==> src/rtl/skyfi_frame_deframer.sv <==
// skyfi_frame_deframer: hunts for SYNC, assembles a 4-byte payload and checks
// its trailing CRC-8 (poly 0xD5, init 0x00), with error and statistics outputs.
module skyfi_frame_deframer #(
  parameter logic [7:0] SYNC      = 8'hA5,
  parameter int         TIMEOUT   = 1024,
  parameter bit         CHECK_CRC = 1'b1
) (
  input  logic        clk,
  input  logic        rst_n,
  input  logic [7:0]  i_byte_in,
  input  logic        i_byte_valid,
  input  logic        i_flush,
  output logic [31:0] o_word_out,
  output logic        o_word_valid,
  output logic        o_crc_err,
  output logic        o_timeout_err,
  output logic        o_busy,
  output logic [15:0] o_good_cnt,
  output logic [7:0]  o_err_cnt
);
  localparam int IW = $clog2(TIMEOUT);

  typedef enum logic [1:0] {HUNT, DATA, CRC} state_t;

  state_t        r_state;
  logic [31:0]   r_shift;
  logic [7:0]    r_crc;
  logic [1:0]    r_idx;
  logic [IW-1:0] r_idle;
  logic [7:0]    w_crc_next;
  logic          w_timeout;

  function automatic logic [7:0] crc8_upd(input logic [7:0] c, input logic [7:0] b);
    logic [7:0] x;
    x = c ^ b;
    for (int k = 0; k < 8; k++) x = {x[6:0], 1'b0} ^ (x[7] ? 8'hD5 : 8'h00);
    return x;
  endfunction

  assign w_crc_next = crc8_upd(r_crc, i_byte_in);
  // The counter would reach TIMEOUT-1 on this edge; a byte arriving now rescues the frame.
  assign w_timeout  = (r_state != HUNT) && !i_byte_valid && (r_idle == IW'(TIMEOUT - 2));

  always_ff @(posedge clk or negedge rst_n) begin
    if (!rst_n) begin
      r_state       <= HUNT;
      r_shift       <= '0;
      r_crc         <= '0;
      r_idx         <= '0;
      r_idle        <= '0;
      o_word_out    <= '0;
      o_word_valid  <= 1'b0;
      o_crc_err     <= 1'b0;
      o_timeout_err <= 1'b0;
      o_busy        <= 1'b0;
      o_good_cnt    <= '0;
      o_err_cnt     <= '0;
    end else begin
      o_word_valid  <= 1'b0;
      o_crc_err     <= 1'b0;
      o_timeout_err <= 1'b0;
      if (i_flush) begin
        r_state <= HUNT;
        o_busy  <= 1'b0;
        r_idx   <= '0;
        r_idle  <= '0;
        r_crc   <= '0;
      end else if (w_timeout) begin
        r_state       <= HUNT;
        o_busy        <= 1'b0;
        o_timeout_err <= 1'b1;
        if (o_err_cnt != 8'hFF) o_err_cnt <= o_err_cnt + 8'd1;
      end else begin
        if (r_state != HUNT) r_idle <= i_byte_valid ? '0 : r_idle + IW'(1);
        if (i_byte_valid)
          case (r_state)
            HUNT: if (i_byte_in == SYNC) begin
              r_state <= DATA;
              o_busy  <= 1'b1;
              r_shift <= '0;
              r_crc   <= '0;
              r_idx   <= '0;
              r_idle  <= '0;
            end
            DATA: begin
              r_shift <= {r_shift[23:0], i_byte_in};
              r_crc   <= w_crc_next;
              r_idx   <= r_idx + 2'd1;
              if (r_idx == 2'd3) r_state <= CRC;
            end
            CRC: begin
              r_state <= HUNT;
              o_busy  <= 1'b0;
              if (!CHECK_CRC || i_byte_in == r_crc) begin
                o_word_out   <= r_shift;
                o_word_valid <= 1'b1;
                o_good_cnt   <= o_good_cnt + 16'd1;
              end else begin
                o_crc_err <= 1'b1;
                if (o_err_cnt != 8'hFF) o_err_cnt <= o_err_cnt + 8'd1;
              end
            end
            default: r_state <= HUNT;
          endcase
      end
    end
  end
endmodule

==> config.mk <==
export PLATFORM = sky130hd
export DESIGN_NAME = skyfi_frame_deframer
export DESIGN_NICKNAME = d
export VERILOG_FILES = /design/src/rtl/skyfi_frame_deframer.sv
export SDC_FILE = /design/constraint.sdc
export NUM_CORES = 1
export LEC_CHECK = 0
export ABC_AREA = 1
export CORE_MARGIN = 8
export CORE_UTILIZATION = 50
export DETAILED_ROUTE_END_ITERATION = 8
export PLACE_DENSITY = 0.74
export SLEW_MARGIN = 20
export SYNTH_ARGS = -nofsm -noshare
export SYNTH_HDL_FRONTEND = slang
export SYNTH_SLANG_ARGS = --single-unit
==> constraint.sdc <==
create_clock -name clk -period 2.3 [get_ports clk]
set_input_delay 0.46 -clock clk [delete_from_list [all_inputs] [get_ports clk]]
set_output_delay 0.46 -clock clk [all_outputs]
set_load 0.02 [all_outputs]
==> out/qor.csv <==
metric,value,unit
status,"complete, no violations",
Commonest cells post-synth,"156 x nand2_1, 114 x dfrtp_1, 76 x inv_1, 37 x nand3_1, 35 x o22ai_1",
initial antenna violation count,0,
Min Hold Slack,0.408,ns
Setup CP Type,reg -> reg,
Slew HR,75.4,%
clk_skew,0.00923,ns
Tcrit/Tclk final,95.0,%
fin. max-slew vios,0,
post-synth top area share,54.0,%
crit path capture type,register,
Die W,119,um
fin nets,742,
worst setup margin,0.116,ns
Yosys top cell by area,dfrtp_1,
io pins,72,
clk sink count,114,
Die Y,119,um
critical path's top delay family,simple AND/OR/NAND/NOR gates,
worst endpoint data arrival time,2.58,ns
fill cell count,771,
Pre-antenna DRT Iters,5,
Max Cap Viol,0,
crit start category,register,
register area share after synthesis,54.0,%
ANT cells,0,
"CTS clk-pin slew, worst paths",0.06,ns
static leakage,3.57,nW
DP Area,6490,um^2
CP max stage delay,0.40,ns
worst path cell trace,xnor2_2 -> ha_4 -> inv_2 -> nand2_1 -> nand2_2 -> nand2_2 -> nand2_4 -> nand2_2 -> nand2_2 -> nand2_4 -> nand2_4 -> nand2_4 -> nand2_4 -> nand2_1 -> nand2_1 -> nand2_1 -> nand3_1 -> nand2_1,
Global Route Usage Sum,18.7,%
die area,14100,um^2
FMAX,458,MHz
post-synth cell types,35,
Starting Density,51.4,%
syn avg cell area,8.84,um^2
core area,10300,um^2
P&R area growth vs syn,37.1,%
yosys warns,0,
DR DRC count,0,
vias in the first global route,4632,
Place WS,-0.642,ns
peak supply drop,0.543,mV
GP Congestion,0.932,
most frequent cell after synthesis,nand2_1,
CP Max Fanout,5,
clock root buffer,clkbuf_8,
HPWL Detailed,8980,um
H-tree Lvls,4,
via/cell ratio,5.23,
1st-iter DRT viols,269,
Post-DRT Antenna Nets,0,
pin count of the biggest net entering global routing,66,
cts bufs inserted,17,
Congestion Overflow GR,0,
Slew @ Worst Pin,0.366,ns
Finished Layout Cells,873,
final WL,13000,um
share of flip-flops with an asynchronous set or reset,100,%
Worst-Skew Late Latency,0.50,ns
Synth Flop Type,dfrtp_1,
Syn Nets,616,
endpoints failing setup,0,
RSZ-0062 raised after global routing,true,
CTS tree,built,
Longest Clk Path Bufs,2,
via count,4568,
ranking of synthesized cells by area,"dfrtp_1 54%, nand2_1 11%, inv_1 5.4%, o22ai_1 4.1%, nand3_1 3.5%",
PD cells,999,nW/um^2
Rows,37,
per-cell routed wire length,14.8,um
Synth Cell Area,5290,um^2
CP max-delay cell,dfrtp_1,
Final Hold Viols,0,
Worst Hold Class,in -> reg,
post-synthesis instance total,598,
#FFs+latches synth,114,
share of cells above drive strength 1,18.6,%
first-pass GRT wire length,22000,um
DP Cell Count,837,
worst path buffer plus inverter count,1,
"EDFF count, synth",0,
PortBufs,71,
Final Total Pwr,0.00724,W
post-layout minimum cycle time,2.18,ns
post-route cell area,7250,um^2
Critical Path RT,2.69,ns
-- path summary, 6_finish.rpt --
kind | from | end | slack [ns] | cells past startpoint
worst max-delay path | r_crc[6]$_DFFE_PN0P_ | r_crc[5]$_DFFE_PN0P_ | 0.12 | 18
worst min-delay path | i_byte_in[7] | r_shift[7]$_DFFE_PN0P_ | 0.41 | 4
worst max register to register | r_crc[6]$_DFFE_PN0P_ | r_crc[5]$_DFFE_PN0P_ | 0.12 | 18
worst min register to register | o_word_out[20]$_DFFE_PN0P_ | o_word_out[20]$_DFFE_PN0P_ | 0.49 | 2
max in group asynchronous | rst_n | r_idx[1]$_DFFE_PN0P_ | 1.49 | 3
min in group asynchronous | rst_n | o_word_out[16]$_DFFE_PN0P_ | 0.50 | 3
-- layout by cell type, fill, tap and decap left out, types with 5 or more instances in the layout --
| cell type | instances |
|---|---|
| o22ai_1 | 35 |
| nor2_2 | 7 |
| dfrtp_1 | 114 |
| nand2_2 | 11 |
| nor2_1 | 17 |
| xnor2_1 | 10 |
| ha_1 | 5 |
| o21ai_0 | 17 |
| clkbuf_16 | 16 |
| xor2_1 | 21 |
| inv_1 | 74 |
| clkdlybuf4s50_1 | 68 |
| nand3_2 | 5 |
| nand3_1 | 32 |
| nand2_4 | 7 |
| nand2_1 | 150 |
| inv_2 | 13 |
| nor3_1 | 5 |
| o21ai_1 | 25 |
| nor4_1 | 5 |
| buf_4 | 45 |
| nand4_1 | 9 |
-- cells by family after synthesis --
family / after synthesis / synth area share, %
AOI/OAI and AO/OA: 88 / 9.73
adders and majority gates: 6 / 1.42
DFF: 114 / 54.0
xor gates and xnor gates: 32 / 5.30
and+or+nand+nor: 257 / 22.1
buffers and inverters: 101 / 7.48
-- flip-flops by register name (all words and copies together) (netlist names) --
register and count:
o_err_cnt 8, o_timeout_err 1, o_crc_err 1, r_crc 8, o_good_cnt 16, o_word_valid 1
o_busy 1, r_idx 2, r_state 2, r_idle 10, r_shift 32, o_word_out 32
-- tightest hold or removal path, delay by kind of cell --
kind            cells  cell delay (ns)
buf+inv             3             0.33
compound gates      1             0.07
-- area by class of cell --
cell class | count | area (um^2) | area share [%]
sequential | 114 | 2850 | 39.4
multi-input combinational | 383 | 2130 | 29.4
timing repair buffer | 120 | 1130 | 15.6
tap | 136 | 170 | 2.35
clock buffer | 20 | 445 | 6.15
inverter | 88 | 333 | 4.59
clock inverter | 12 | 179 | 2.47
-- repair_timing --
action | CTS | global route
setup buffers | 1 | 2
resized for setup | 3 | 20
pin swaps | 2 | 3
setup endpoints to repair | 5 | 8
hold buffers | 1 | 0
hold endpoints to repair | 105 | 0
-- power by group --
group | switching (W) | internal (W)
Clock | 0.000931 | 0.00182
Sequential | 0.000177 | 0.00234
Combinational | 0.00118 | 0.000781
Total | 0.00229 | 0.00494
-- metrics by stage --
step           setup TNS, ns  util, %
2_1_floorplan              0        -
3_3_place_gp          -15.27     63.2
3_5_place_dp          -17.89     63.2
4_1_cts                    0     69.6
5_1_grt               -0.107     70.5
6_report                   0     70.5
-- routing by layer --
metal / track usage [%] / part of all wire, % / vias up
met3: 5.38 / 6.7 / 15
met1: 22.7 / 42 / 2205
met2: 31.1 / 49 / 155
met5: 0 / 0 / -
met4: 7.11 / 1.6 / 0
li1: - / - / 2193
Note: power is estimated with default switching activity, not from simulation.
